<file path="config.mk">
export PLATFORM = sky130hd
export DESIGN_NAME = composite_timing_flat
export DESIGN_NICKNAME = d
export VERILOG_FILES = /design/src/rtl/composite_timing_if.sv /design/src/rtl/composite_timing.sv /design/src/flat_wrapper.sv
export SDC_FILE = /design/constraint.sdc
export NUM_CORES = 1
export LEC_CHECK = 0
export ABC_AREA = 0
export CAP_MARGIN = 20
export CORE_MARGIN = 2
export CORE_UTILIZATION = 45
export DETAILED_ROUTE_END_ITERATION = 16
export GPL_ROUTABILITY_DRIVEN = 0
export SLEW_MARGIN = 20
export SYNTH_ARGS = -nofsm -noshare
export SYNTH_HDL_FRONTEND = slang
export SYNTH_SLANG_ARGS = --single-unit
</file>
<file path="constraint.sdc">
create_clock -name sys_clk -period 6.25 [get_ports sys_clk]
set_clock_uncertainty 0.05 [all_clocks]
set_input_delay 1.5625 -clock sys_clk [delete_from_list [all_inputs] [get_ports sys_clk]]
set_output_delay 1.5625 -clock sys_clk [all_outputs]
set_load 0.05 [all_outputs]
</file>
<file path="src/rtl/composite_timing_if.sv">
`default_nettype none
// ---------------------------------------------------------------------------
// composite_timing_if : pixel-path and timing-strobe bundle of composite_timing
// Rev 1.0
// ---------------------------------------------------------------------------
interface composite_timing_if;
  logic [2:0] pixel_in;
  logic       row_enable;
  logic [8:0] vert_c;
  logic [2:0] pixel_signal;
  logic       line_start;
  logic       frame_start;

  modport master (
    input  pixel_in,
    output row_enable,
    output vert_c,
    output pixel_signal,
    output line_start,
    output frame_start
  );

  modport slave (
    output pixel_in,
    input  row_enable,
    input  vert_c,
    input  pixel_signal,
    input  line_start,
    input  frame_start
  );
endinterface
`default_nettype wire

</file>
<file path="src/rtl/composite_timing.sv">
`default_nettype none
// ---------------------------------------------------------------------------
// composite_timing : line/frame sequencer and sync/porch inserter for composite video
// Rev 1.0
// ---------------------------------------------------------------------------
module composite_timing #(
  parameter int H_TOTAL        = 1716,
  parameter int H_SYNC         = 127,
  parameter int H_BACK         = 127,
  parameter int H_ACTIVE       = 1404,
  parameter int V_TOTAL        = 262,
  parameter int V_SYNC         = 3,
  parameter int V_ACTIVE_START = 20,
  parameter int V_ACTIVE       = 240
) (
  input  wire logic           sys_clk,
  input  wire logic           sys_rst_n,
  composite_timing_if.master  vid
);

  localparam int HW = (H_TOTAL > 1) ? $clog2(H_TOTAL) : 1;
  localparam int VW = (V_TOTAL > 1) ? $clog2(V_TOTAL) : 1;

  localparam logic [HW-1:0] H_LAST     = HW'(H_TOTAL - 1);
  localparam logic [HW-1:0] H_BACK_AT  = HW'(H_SYNC);
  localparam logic [HW-1:0] H_ACT_AT   = HW'(H_SYNC + H_BACK);
  localparam logic [HW-1:0] H_FRONT_AT = HW'(H_SYNC + H_BACK + H_ACTIVE);
  localparam logic [VW-1:0] V_LAST     = VW'(V_TOTAL - 1);

  localparam logic [2:0] LVL_SYNC  = 3'b000;
  localparam logic [2:0] LVL_BLACK = 3'b001;

  typedef enum logic [1:0] {
    S_HSYNC  = 2'd0,
    S_BACK   = 2'd1,
    S_ACTIVE = 2'd2,
    S_FRONT  = 2'd3
  } hstate_e;

  // run_q holds the counters at (0,0) for the first edge after reset so that
  // edge presents line 0, h 0 rather than h 1.
  logic          run_q;
  logic [HW-1:0] h_cnt_q, h_cnt_d;
  logic [VW-1:0] line_q, line_d;
  hstate_e       state_q, state_d;
  logic          row_enable_q, row_enable_d;
  logic [8:0]    vert_c_q, vert_c_d;
  logic          line_start_q, line_start_d;
  logic          frame_start_q, frame_start_d;
  logic          line_act_q, line_act_d;
  logic [2:0]    pixel_sig;

  always_ff @(posedge sys_clk or negedge sys_rst_n) begin
    if (!sys_rst_n) begin
      run_q         <= 1'b0;
      h_cnt_q       <= '0;
      line_q        <= '0;
      state_q       <= S_HSYNC;
      row_enable_q  <= 1'b0;
      vert_c_q      <= '0;
      line_start_q  <= 1'b0;
      frame_start_q <= 1'b0;
    end else begin
      run_q         <= 1'b1;
      h_cnt_q       <= h_cnt_d;
      line_q        <= line_d;
      state_q       <= state_d;
      row_enable_q  <= row_enable_d;
      vert_c_q      <= vert_c_d;
      line_start_q  <= line_start_d;
      frame_start_q <= frame_start_d;
    end
  end

  always_comb begin
    h_cnt_d = h_cnt_q;
    line_d  = line_q;
    if (!run_q) begin
      h_cnt_d = '0;
      line_d  = '0;
    end else if (h_cnt_q == H_LAST) begin
      h_cnt_d = '0;
      line_d  = (line_q == V_LAST) ? '0 : line_q + 1'b1;
    end else begin
      h_cnt_d = h_cnt_q + 1'b1;
    end
  end

  always_comb begin
    state_d = state_q;
    if (!run_q) begin
      state_d = S_HSYNC;
    end else begin
      case (state_q)
        S_HSYNC:  if (h_cnt_d == H_BACK_AT)  state_d = S_BACK;
        S_BACK:   if (h_cnt_d == H_ACT_AT)   state_d = S_ACTIVE;
        S_ACTIVE: if (h_cnt_d == H_FRONT_AT) state_d = S_FRONT;
        S_FRONT:  if (h_cnt_d == '0)         state_d = S_HSYNC;
        default:                             state_d = S_HSYNC;
      endcase
    end
  end

  // Registered strobes are decoded from the next counter values so they line
  // up with the position the counters will hold after the edge.
  always_comb begin
    line_act_q    = (int'(line_q) >= V_ACTIVE_START) &&
                    (int'(line_q) <  V_ACTIVE_START + V_ACTIVE);
    line_act_d    = (int'(line_d) >= V_ACTIVE_START) &&
                    (int'(line_d) <  V_ACTIVE_START + V_ACTIVE);
    row_enable_d  = line_act_d && (state_d == S_ACTIVE);
    line_start_d  = (h_cnt_d == '0);
    frame_start_d = (h_cnt_d == '0) && (line_d == '0);
    vert_c_d      = vert_c_q;
    if (h_cnt_d == '0) begin
      vert_c_d = line_act_d ? 9'(int'(line_d) - V_ACTIVE_START) : 9'd0;
    end
  end

  // run_q is cleared asynchronously, so the DAC sees BLACK, not SYNC, during reset.
  always_comb begin
    pixel_sig = LVL_BLACK;
    if (!run_q) begin
      pixel_sig = LVL_BLACK;
    end else if (int'(line_q) < V_SYNC) begin
      pixel_sig = (int'(h_cnt_q) < H_TOTAL - H_SYNC) ? LVL_SYNC : LVL_BLACK;
    end else if (state_q == S_HSYNC) begin
      pixel_sig = LVL_SYNC;
    end else if (line_act_q && (state_q == S_ACTIVE)) begin
      pixel_sig = vid.pixel_in;
    end
  end

  assign vid.row_enable   = row_enable_q;
  assign vid.vert_c       = vert_c_q;
  assign vid.line_start   = line_start_q;
  assign vid.frame_start  = frame_start_q;
  assign vid.pixel_signal = pixel_sig;

endmodule
`default_nettype wire

</file>
<file path="src/flat_wrapper.sv">
// flat-port wrapper written by rule: the top's interface ports become plain ports
module composite_timing_flat 
#(
  parameter int H_TOTAL        = 1716,
  parameter int H_SYNC         = 127,
  parameter int H_BACK         = 127,
  parameter int H_ACTIVE       = 1404,
  parameter int V_TOTAL        = 262,
  parameter int V_SYNC         = 3,
  parameter int V_ACTIVE_START = 20,
  parameter int V_ACTIVE       = 240
)
  (sys_clk, sys_rst_n, vid_pixel_in, vid_row_enable, vid_vert_c, vid_pixel_signal, vid_line_start, vid_frame_start);
  composite_timing_if vid_i ();
  input  wire logic sys_clk;
  input  wire logic sys_rst_n;
  input wire logic [$bits(vid_i.pixel_in)-1:0] vid_pixel_in;
  output wire logic [$bits(vid_i.row_enable)-1:0] vid_row_enable;
  output wire logic [$bits(vid_i.vert_c)-1:0] vid_vert_c;
  output wire logic [$bits(vid_i.pixel_signal)-1:0] vid_pixel_signal;
  output wire logic [$bits(vid_i.line_start)-1:0] vid_line_start;
  output wire logic [$bits(vid_i.frame_start)-1:0] vid_frame_start;
  assign vid_i.pixel_in = vid_pixel_in;
  assign vid_row_enable = vid_i.row_enable;
  assign vid_vert_c = vid_i.vert_c;
  assign vid_pixel_signal = vid_i.pixel_signal;
  assign vid_line_start = vid_i.line_start;
  assign vid_frame_start = vid_i.frame_start;
  composite_timing #(.H_TOTAL(H_TOTAL), .H_SYNC(H_SYNC), .H_BACK(H_BACK), .H_ACTIVE(H_ACTIVE), .V_TOTAL(V_TOTAL), .V_SYNC(V_SYNC), .V_ACTIVE_START(V_ACTIVE_START), .V_ACTIVE(V_ACTIVE)) u_core (.sys_clk(sys_clk), .sys_rst_n(sys_rst_n), .vid(vid_i));
endmodule
</file>
# After elaboration in Yosys (flattened, before gate mapping)
# Cells that the tools add are included.
word_totals:
  ff_bits: 35
  inputBits: 5
  out_inout_bits: 15
  wordCells: 51
op_classes:
  addsub: 3
  order_cmp: 6
  n_eq_ne: 9
  n_mux: 17
  n_reduce_logical: 8
ops:
  columns: ["operator", "n"]
  rows:
  - ["two-way mux 9 bit", 4]
  - ["equality test 11 bit, second input constant", 2]
  - ["two-way mux 11 bit", 2]
  - [">= comparator 9 x 5 -> 1 bit, second input constant", 2]
  - ["less-than comparator 9 bit, second input constant", 2]
  - ["two-way mux 3 bit", 4]
  - ["adder 11 x 1 -> 11 bit, second input constant", 1]
  - ["equality test 11 x 7 -> 1 bit, second input constant", 1]
  - ["equality test 11 x 8 -> 1 bit, second input constant", 1]
  - ["zero test 11 bit", 1]
  - ["less-than comparator 11 bit, second input constant", 1]
  - ["two-way mux 2 bit", 5]
  - ["adder 9 x 1 -> 9 bit, second input constant", 1]
  - ["equality test 9 bit, second input constant", 1]
  - ["zero test 9 bit", 1]
  - ["less-than comparator 9 x 2 -> 1 bit, second input constant", 1]
  - ["subtractor 9 x 5 -> 9 bit, second input constant", 1]
  - ["case mux 2 bit (4 select lines)", 1]
  - ["equality test 2 bit, second input constant", 3]
  - ["logical AND 1 bit", 5]
  - ["equality test 2 x 1 -> 1 bit, second input constant", 1]
  - ["zero test 2 bit", 1]
  - ["two-way mux 1 bit", 1]

# Depth between registers and ports, before layout
# Gate-level depths: netlist of run 1.
logic_depth:
  word_depth: 9
  depth_mapped: 12
  mapped_depth_nobuf: 12

# Worst setup path after synthesis of run 1
# OpenSTA, ideal clock, no wires.
synth_path:
  kind: "flip-flop to output port"
  startpoint: "register u_core.line_q[5]"
  endpoint: "output port vid_pixel_signal[0]"
  arrival_ns: 3.188
  path_slack_ns: 1.449
  stages_incl_launch_ff: 7
  n_path_buf: 1
  path_cell_list: "dfrtp_1 buf_4 or3_4 nor2_1 nand2_1 a211o_1 o311ai_0"
synth_via:
  elab_chain_cells: 7
  word_cells_on_any_way: 9
  classes_between: "order compare (3); mux (4); reduce/logical (2)"
synth_lines:
  columns: ["item", "line_no", "rtl"]
  rows:
  - ["start, declared", "composite_timing.sv:44", "logic [VW-1:0] line_q, line_d;"]
  - ["start signal, assigned", "composite_timing.sv:66", "line_q <= line_d;"]
  - [">= comparator 9 x 5 -> 1 bit / less-than comparator 9 bit (equally long branches)", "composite_timing.sv:107, composite_timing.sv:108", null]
  - ["logical AND 1 bit", "composite_timing.sv:107", "line_act_q = (int'(line_q) >= V_ACTIVE_START) &&"]
  - ["logical AND 1 bit", "composite_timing.sv:129", "end else if (line_act_q && (state_q == S_ACTIVE)) begin"]
  - ["two-way mux 3 bit", "composite_timing.sv:129", null]
  - ["two-way mux 3 bit", "composite_timing.sv:127", "end else if (state_q == S_HSYNC) begin"]
  - ["two-way mux 3 bit (*)", "composite_timing.sv:125", "end else if (int'(line_q) < V_SYNC) begin"]
  - ["two-way mux 3 bit (*)", "composite_timing.sv:123", "if (!run_q) begin"]
  - ["end, declared", "flat_wrapper.sv:20", "output wire logic [$bits(vid_i.pixel_signal)-1:0] vid_pixel_signal;"]
# Mark *: on every way between the ends. The rest lies on a longest branch, timed or not.

# Worst setup path after layout of run 1
layout_path:
  startpoint: "input port vid_pixel_in[0]"
  endpoint: "output port vid_pixel_signal[0]"
layout_via:
  elab_chain_cells: 4
layout_lines:
  columns: ["item", "line_no", "rtl"]
  rows:
  - ["start, declared", "flat_wrapper.sv:17", "input wire logic [$bits(vid_i.pixel_in)-1:0] vid_pixel_in;"]
  - ["two-way mux 3 bit", "composite_timing.sv:129", null]
  - ["two-way mux 3 bit", "composite_timing.sv:127", null]
  - ["two-way mux 3 bit", "composite_timing.sv:125", null]
  - ["two-way mux 3 bit", "composite_timing.sv:123", null]
# Every way passes these cells.

==> flow_metrics.tcl, run 1 <==
set metrics [dict create \
    synth-seq-area-share_pct 35.8 \
    cp-start-kind "input port" \
    max-cap-violations 0 \
    r2r-end "u_core.vid.vert_c[5]" \
    track_usage_pct 18.6 \
    clk-insertion-delay-late_ns 0.29 \
    final_common_cell "dfrtp_1" \
    synthArstFlopShare_pct 100 \
    tightest_slew_ns 0.822 \
    whs_path_depth 2 \
    hold_viol 0 \
    power_per_cell_area_nw_per_um2 158 \
    start_util_pct 47.3 \
    io_pins 20 \
    dr.first_iter.drc_count 95 \
    cts_tree "yes" \
    yosysWarnings 0 \
    cts_resized 0 \
    grt_pass1_vias 1802 \
    irDropWorstVdd_mv 0.107 \
    slew_viol_final 0 \
    syn_area_sq_um 2450 \
    slowest_delay_ns 0.86 \
    syn2layout_area_growth_pct 12.0 \
    p_leak_nw 1.13 \
    num_vias 1895 \
    yosys_register_bits 35 \
    finalCritPeriodShare_pct 75.4 \
    layout_min_cycle_time_ns 4.71 \
    grt_pass1_wl_microns 8850 \
    worstPathArrival_ns 3.10 \
    ant_nets 0 \
    fin_tns_setup_ns 0 \
    worstReg2RegStart "u_core.h_cnt_q[0]" \
    critical_path_required_ns 4.64 \
    seqCellArea_sq_um 876 \
    yosys_most_used_dff "dfrtp_1" \
    drive_gt1_share_pct 13.4 \
    die_w_microns 77.7 \
    dieHeight_microns 77.7 \
    synth-edff-count 0 \
    syn_area_per_cell_sq_um 9.27 \
    r2r_setup_slack_ns 2.75 \
    timing.hold.worst_endpoint "u_core.vid.vert_c[0]" \
    via_per_inst 5.48 \
    dp_slack_ns 1.52 \
    synth_top_area_share_pct 35.8 \
    antennaDiodeCount 0 \
    path_buf_inv 2 \
    rsz0062_at_grt "no" \
    routedWlPerCell_microns 14.9 \
    netlist_instances 264 \
    mostFrequentLayoutCells "dfrtp_1 (35), nand2_1 (26), nor2_1 (26)" \
    cts-buffers-inserted 5 \
    first_pass_iters 4 \
    critPathCaptureType "output pin" \
    core_area_sq_um 5170 \
    hold_start "u_core.vid.vert_c[0]" \
    die_area_sq_um 6040 \
    status "complete, no violations" \
    synth.top_cells.by_area "dfrtp_1 (36%), nand2_1 (4.0%), nor2_1 (4.0%)" \
    row_count 26 \
    slowest_stage "clkdlybuf4s50_1" \
    fin_ws_ns 1.54 \
    drc 0 \
    clock-root-buffer "clkbuf_8" \
    hold_path_class "flop to flop" \
    synth_top_cell_by_area "dfrtp_1" \
    maxSlewHeadroom_pct 45.2 \
    multi_input_area_sq_um 1470 \
    synth.distinct_cells 62 \
    synthesis.nets 275 \
    htree_levels 2 \
    path_cells "clkdlybuf4s50_1, o221ai_1, o311ai_0, clkdlybuf4s50_1" \
    crit_family "buffers and inverters" \
    crit_top_cell "clkdlybuf4s50_1" \
    clock_path_buffers 2 \
    setup_viol 0 \
    ctsHoldBuffers 0 \
    cts_setup_buffers 0 \
    grt_max_degree 36 \
    overflow 0 \
    grt_antenna_before_repair 0 \
    clkTransAtPathRegs_ns 0.07 \
    io_buffers 19 \
    final_nets 287 \
    clock_sinks 35 \
    fillers 469 \
    crit_fanout 1 \
    crit_type "input port to output pin" \
    max_freq_mhz 212 \
    wl_microns 5160 \
    reg2reg_depth 10 \
    place_hpwl_microns 3780 \
]
-- layout make-up --
class,instances,area share [%]
repair buffers,20,7.03
clock inverters,1,0.183
inverters,8,1.10
well taps,70,3.20
multi-input cells,206,53.5
flip-flops and latches,35,32.0
clock buffers,6,3.01
-- stage by stage --
stage	power, mW	cells	hold slack [ns]	cell area, sq um	util, %
final	0.434	346	0.429	2740	53.0
after global routing	0.453	346	0.467	2740	53.0
after CTS	0.441	346	0.434	2740	53.0
after detailed placement	0.274	339	0.419	2650	51.3
after global placement	0.273	339	0.416	2650	51.3
after floorplan	0.258	264	0.488	2450	-
-- state kept, by name, indices dropped and copies added, names as in the netlist --
signal / cells
u_core.h_cnt_q: 11
u_core.line_q: 9
u_core.state_q: 2
u_core.vid.vert_c: 9
u_core.run_q: 1
u_core.vid.frame_start: 1
u_core.vid.row_enable: 1
u_core.vid.line_start: 1
-- cells by family after synthesis --
| logic type | Yosys count | synth area share, % |
|---|---|---|
| simple gates | 128 | 32.3 |
| compound gates | 49 | 16.0 |
| flops | 35 | 35.8 |
| buf+inv | 23 | 4.50 |
| xor+xnor | 20 | 7.16 |
| fa+ha+maj | 6 | 3.07 |
| mux | 2 | 1.02 |
| other cells | 1 | 0.153 |
-- report_power, final --
group / switching, mW / leakage [nW] / internal [mW]
sequential: 0.00448 / 0.479 / 0.230
clock: 0.0790 / 0.0470 / 0.0864
combinational: 0.0233 / 0.605 / 0.0115
-- worst min-delay path, stage by stage (launching register included) --
cell     delay, ns
dfrtp_1       0.34
nand2_1       0.05
o21ai_0       0.06
-- worst max path at each step --
stage | startpoint | to | slack [ns] | depth (start not counted)
2_1_floorplan | u_core.line_q[5] | vid_pixel_signal[0] | 1.45 | 6
3_3_place_gp | vid_pixel_in[0] | vid_pixel_signal[0] | 1.54 | 4
3_5_place_dp | vid_pixel_in[0] | vid_pixel_signal[0] | 1.52 | 4
4_1_cts | vid_pixel_in[0] | vid_pixel_signal[0] | 1.52 | 4
5_1_grt | vid_pixel_in[0] | vid_pixel_signal[0] | 1.48 | 4
6_report | vid_pixel_in[0] | vid_pixel_signal[0] | 1.54 | 4
-- synth_stat cells, drive strengths merged, types with 7 or more instances --
cell    count
dfrtp      35
nand2      26
nor2       26
o21ai      13
buf        11
nor3       11
xnor2      10
xor2       10
a21oi       9
inv         8
nand3       8
o31ai       8
nand2b      7
nor4        7
-- per-layer routing --
layer	wire length [microns]	track usage (%)	vias to the layer above
li1	-	-	961
met1	2430	23.7	899
met2	2500	30.9	24
met3	121	3.72	11
met4	106	7.14	0
met5	0	0	-
Note: power is estimated with default switching activity, not from simulation.
==> run 2, diff against run 1 <==
--- a/config.mk
+++ b/config.mk
@@ -11,6 +11,7 @@
 export CORE_UTILIZATION = 45
 export DETAILED_ROUTE_END_ITERATION = 16
 export GPL_ROUTABILITY_DRIVEN = 0
+export PLACE_DENSITY = 0.67
 export SLEW_MARGIN = 20
 export SYNTH_ARGS = -nofsm -noshare
 export SYNTH_HDL_FRONTEND = slang
==> constraint.sdc (replaced) <==
create_clock -name sys_clk -period 3.8 [get_ports sys_clk]
set_clock_uncertainty 0.05 [all_clocks]
set_input_delay 0.95 -clock sys_clk [delete_from_list [all_inputs] [get_ports sys_clk]]
set_output_delay 0.95 -clock sys_clk [all_outputs]
set_load 0.05 [all_outputs]
==> run 2 against run 1 <==
Against the previous run:
- register-to-register slack got worse by 2.2 ns
- clock power is 110% higher
- global-route usage about the same
- final cell count rose by 0.29%
- power is 81% higher
- sequential power is 64% higher
- clock-buffer cell count is 1 lower
- largest cell class unchanged
- largest power group unchanged
==> flow_metrics.tcl, run 2 (synthesis results as in run 1) <==
set metrics [dict create \
    worstPathArrival_ns 2.28 \
    io_buffers 19 \
    clkTransAtPathRegs_ns 0.08 \
    wl_microns 5190 \
    grt_antenna_before_repair 0 \
    slew_viol_final 0 \
    hold_viol 0 \
    clock_sinks 35 \
    placedCellCount 339 \
    routedWlPerCell_microns 15.0 \
    first_pass_iters 4 \
    clk-insertion-delay-late_ns 0.29 \
    htree_levels 2 \
    finalCritPeriodShare_pct 86.3 \
    fillers 466 \
    drc 0 \
    row_count 26 \
    core_area_sq_um 5170 \
    crit_type "flop to output pin" \
    top_register "u_core.h_cnt_q" \
    dr.first_iter.drc_count 104 \
    power_frac_comb_pct 7.3 \
    drive_gt1_share_pct 14.8 \
    grt_pass1_vias 1833 \
    p_total_uw 785 \
    max_freq_mhz 305 \
    track_usage_pct 18.6 \
    overflow 0 \
    p_leak_nw 1.15 \
    io_pins 20 \
    place_hpwl_microns 3750 \
    status "complete, no violations" \
    largest_reg_flops 11 \
    crit_fanout 9 \
    grt_max_degree 36 \
    irDropWorstVdd_mv 0.224 \
    via_per_inst 5.45 \
    stdcell_count 347 \
    pwr-share-clk_pct 43.8 \
    clock_path_buffers 2 \
    cp-start-kind "flop" \
    ant_nets 0 \
    cts-buffers-inserted 5 \
    maxSlewHeadroom_pct 48.0 \
    final_nets 287 \
    start_util_pct 47.3 \
    syn2layout_area_growth_pct 12.7 \
    die_w_microns 77.7 \
    power_frac_seq_pct 49.0 \
    fin_tns_setup_ns 0 \
    setup_viol 0 \
    critPathCaptureType "output pin" \
    hold_ws_ns 0.434 \
    netSwitchingPower_uw 193 \
    cts_tree "yes" \
    antennaDiodeCount 0 \
    cts_setup_buffers 0 \
    critical_path_required_ns 2.80 \
    tightest_slew_ns 0.780 \
    dieHeight_microns 77.7 \
    final_common_cell "dfrtp_1" \
    layout_min_cycle_time_ns 3.28 \
    hold_path_class "flop to flop" \
    internal_power_uw 592 \
    cts_resized 0 \
    ctsHoldBuffers 0 \
    rsz0062_at_grt "no" \
    mostFrequentLayoutCells "dfrtp_1 (35), nand2_1 (26), nor2_1 (26)" \
    grt_pass1_wl_microns 8910 \
    max-cap-violations 0 \
    num_vias 1890 \
    p_sw_share_pct 24.6 \
    die_area_sq_um 6040 \
    clock-root-buffer "clkbuf_8" \
    r2r_setup_slack_ns 0.57 \
    power_per_cell_area_nw_per_um2 285 \
]
## run 2: stage by stage
stage          instance area, sq um  worst slack [ns]  util [%]
2_1_floorplan                  2450             0.209         -
3_3_place_gp                   2650             0.687      51.1
3_5_place_dp                   2650             0.567      51.1
4_1_cts                        2760             0.500      53.3
5_1_grt                        2760             0.289      53.3
6_report                       2760             0.519      53.3
## run 2: final timing paths
path | start | to | depth (start not counted)
max | u_core.line_q[5] | vid_pixel_signal[2] | 8
min in group asynchronous | sys_rst_n | u_core.vid.vert_c[8] | 1
max reg2reg | u_core.h_cnt_q[0] | u_core.vid.vert_c[4] | 10
max in group asynchronous | sys_rst_n | u_core.h_cnt_q[1] | 1
min reg2reg | u_core.vid.vert_c[3] | u_core.vid.vert_c[3] | 2
min | u_core.vid.vert_c[3] | u_core.vid.vert_c[3] | 2
## run 2: critical path, stage by stage (launching register included)
cell	delay, ns
dfrtp_1	0.47
or3_4	0.45
nor2_1	0.10
nand2_1	0.07
a221o_1	0.37
inv_1	0.05
and3_1	0.15
and2_1	0.12
buf_4	0.19
## run 2: power groups by stage
stage                     registers (mW)  logic, mW  clock network (mW)
after detailed placement           0.392     0.0580                   0
after CTS                          0.384     0.0580               0.349
after global placement             0.391     0.0586                   0
after floorplan                    0.396     0.0280                   0
after global routing               0.385     0.0637               0.367
final                              0.384     0.0571               0.343
## run 2: cell type report
cell class / instances / area (sq um) / share of cell area (%)
Clock buffer: 5 / 68.8 / 2.50
Clock inverter: 3 / 43.8 / 1.59
Inverter: 8 / 30.0 / 1.09
Multi-Input combinational cell: 206 / 1470 / 53.2
Sequential cell: 35 / 876 / 31.8
Tap cell: 70 / 87.6 / 3.18
Timing Repair Buffer: 20 / 185 / 6.72
## run 2: routing by layer
layer | wire [microns] | GRT usage [%] | share of wire, %
met1 | 2500 | 25.1 | 48
met2 | 2380 | 29.3 | 46
met3 | 217 | 3.72 | 4.2
met4 | 91 | 6.79 | 1.8
met5 | 0 | 0 | 0
==> run 3, diff against run 2 <==
--- a/config.mk
+++ b/config.mk
@@ -7,6 +7,7 @@
 export LEC_CHECK = 0
 export ABC_AREA = 0
 export CAP_MARGIN = 20
+export CORE_ASPECT_RATIO = 0.8
 export CORE_MARGIN = 2
 export CORE_UTILIZATION = 45
 export DETAILED_ROUTE_END_ITERATION = 16
==> run 3 against run 2 <==
Against the previous run:
- power decreased by 3.9%
- global-route usage grew 0.83 points
- core utilization is 0.30 points higher
- worst setup slack worse by 0.028 ns
- sequential cell count unchanged
- worst hold slack better by 0.0041 ns
- final area down 0.41%
- first-iteration DRC count up 27%
- fmax is 0.84% lower
- highest routed layer unchanged
==> flow_metrics.tcl, run 3 (synthesis results as in run 1) <==
set metrics [dict create \
    status "complete, no violations" \
    clock-root-buffer "clkbuf_8" \
    hold_viol 0 \
    r2r-end "u_core.vid.vert_c[5]" \
    wl_met1_microns 2850 \
    met2_length_microns 2260 \
    crit_fanout 9 \
    clock_path_buffers 2 \
    worstPathArrival_ns 2.31 \
    final_common_cell "dfrtp_1" \
    dp_slack_ns 0.558 \
    maxSlewHeadroom_pct 47.0 \
    drive_gt1_share_pct 15.1 \
    cp-start-kind "flop" \
    p_sw_share_pct 25.5 \
    power_per_cell_area_nw_per_um2 275 \
    clk-insertion-delay-late_ns 0.29 \
    final_nets 288 \
    io_buffers 19 \
    cts_tree "yes" \
    largest_reg_flops 11 \
    whs_path_depth 2 \
    met3_length_microns 236 \
    critical_path_required_ns 2.80 \
    grt_pass1_vias 1860 \
    r2r_setup_slack_ns 0.52 \
    power_frac_seq_pct 50.7 \
    worstReg2RegStart "u_core.h_cnt_q[0]" \
    fin_util_pct 53.6 \
    max_freq_mhz 302 \
    reg2reg_depth 10 \
    p_leak_nw 1.14 \
    clkTransAtPathRegs_ns 0.08 \
    mostFrequentLayoutCells "dfrtp_1 (35), nand2_1 (26), nor2_1 (26)" \
    start_util_pct 47.8 \
    first_pass_iters 4 \
    dr.first_iter.drc_count 132 \
    timing.hold.worst_endpoint "u_core.vid.vert_c[7]" \
    routedWlPerCell_microns 15.9 \
    cts-buffers-inserted 5 \
    grt_max_degree 36 \
    top_register "u_core.h_cnt_q" \
    place_hpwl_microns 3920 \
    antennaDiodeCount 0 \
    htree_levels 2 \
    drc 0 \
    row_count 23 \
    syn2layout_area_growth_pct 12.3 \
    crit_type "flop to output pin" \
    grt_antenna_before_repair 0 \
    fin_ws_ns 0.492 \
    max-cap-violations 0 \
    hold_start "u_core.vid.vert_c[7]" \
    cts_resized 0 \
    rsz0062_at_grt "no" \
    fin_tns_setup_ns 0 \
    via_per_inst 5.87 \
    die_w_microns 86.4 \
    dieHeight_microns 69.9 \
    ctsHoldBuffers 0 \
    grt_pass1_wl_microns 9360 \
    ant_nets 0 \
    setup_viol 0 \
    layout_min_cycle_time_ns 3.31 \
    die_area_sq_um 6050 \
    cts_setup_buffers 0 \
    track_usage_pct 19.4 \
    fillers 484 \
    power_frac_comb_pct 8.1 \
    slew_viol_final 0 \
    tightest_slew_ns 0.795 \
    wl_microns 5410 \
    critPathCaptureType "output pin" \
    clock_sinks 35 \
    netSwitchingPower_uw 192 \
    irDropWorstVdd_mv 0.186 \
    internal_power_uw 562 \
    pwr-share-clk_pct 41.2 \
    num_vias 1996 \
    core_area_sq_um 5120 \
    hold_path_class "flop to flop" \
    finalCritPeriodShare_pct 87.1 \
    io_pins 20 \
    highest_layer "met4" \
    overflow 0 \
]
-- run 3: cell count changes in the layout (fill, tap and decap cells not counted) --
cell,change
clkbuf_8,+2
buf_4,+1
bufinv_16,-1
clkinv_2,-1
clkinv_4,-1
clkinvlp_4,+1
-- run 3: worst max-delay path, stage by stage, from the launching register on --
cell and delay, ns:
dfrtp_1 0.48, or3_4 0.46, nor2_1 0.10, nand2_1 0.08, a221o_1 0.38, inv_1 0.06, and3_1 0.15, and2_1 0.13
buf_4 0.19
-- run 3: layer usage --
layer,track usage [%],vias to the layer above
li1,-,968
met1,30.4,977
met2,27.4,45
met3,3.43,6
met4,4.34,0
met5,0,-
-- run 3: final cells by class --
class                   instances  area, sq um  share of cell area [%]
clock buffers                   7         96.3                    3.51
clock inverters                 1         7.51                   0.273
multi-input cells             206         1470                    53.4
inverters                       8         30.0                    1.09
repair buffers                 21          193                    7.02
flip-flops and latches         35          876                    31.9
well taps                      62         77.6                    2.82
-- run 3: metrics by stage --
stage | std cells | power (mW) | cell area, sq um | hold slack [ns]
2_1_floorplan | 264 | 0.424 | 2450 | 0.488
3_3_place_gp | 332 | 0.451 | 2640 | 0.417
3_5_place_dp | 332 | 0.451 | 2640 | 0.421
4_1_cts | 340 | 0.762 | 2750 | 0.443
5_1_grt | 340 | 0.787 | 2750 | 0.468
6_report | 340 | 0.754 | 2750 | 0.438
-- run 3: worst max path at each step --
stage	end	cells past startpoint	slack, ns	from
after floorplan	vid_pixel_signal[0]	6	0.21	u_core.line_q[5]
after global placement	u_core.vid.vert_c[7]	10	0.62	u_core.h_cnt_q[0]
after detailed placement	u_core.vid.vert_c[5]	10	0.56	u_core.h_cnt_q[0]
after CTS	vid_pixel_signal[2]	8	0.50	u_core.line_q[5]
after global routing	u_core.vid.vert_c[5]	10	0.29	u_core.h_cnt_q[0]
final	vid_pixel_signal[2]	8	0.49	u_core.line_q[5]
-- run 3: power by group through the flow --
stage / registers, mW / clock network [mW] / logic [mW]
6_report: 0.382 / 0.311 / 0.0613
3_5_place_dp: 0.389 / 0 / 0.0619
5_1_grt: 0.383 / 0.337 / 0.0670
3_3_place_gp: 0.389 / 0 / 0.0618
2_1_floorplan: 0.396 / 0 / 0.0280
4_1_cts: 0.382 / 0.317 / 0.0624
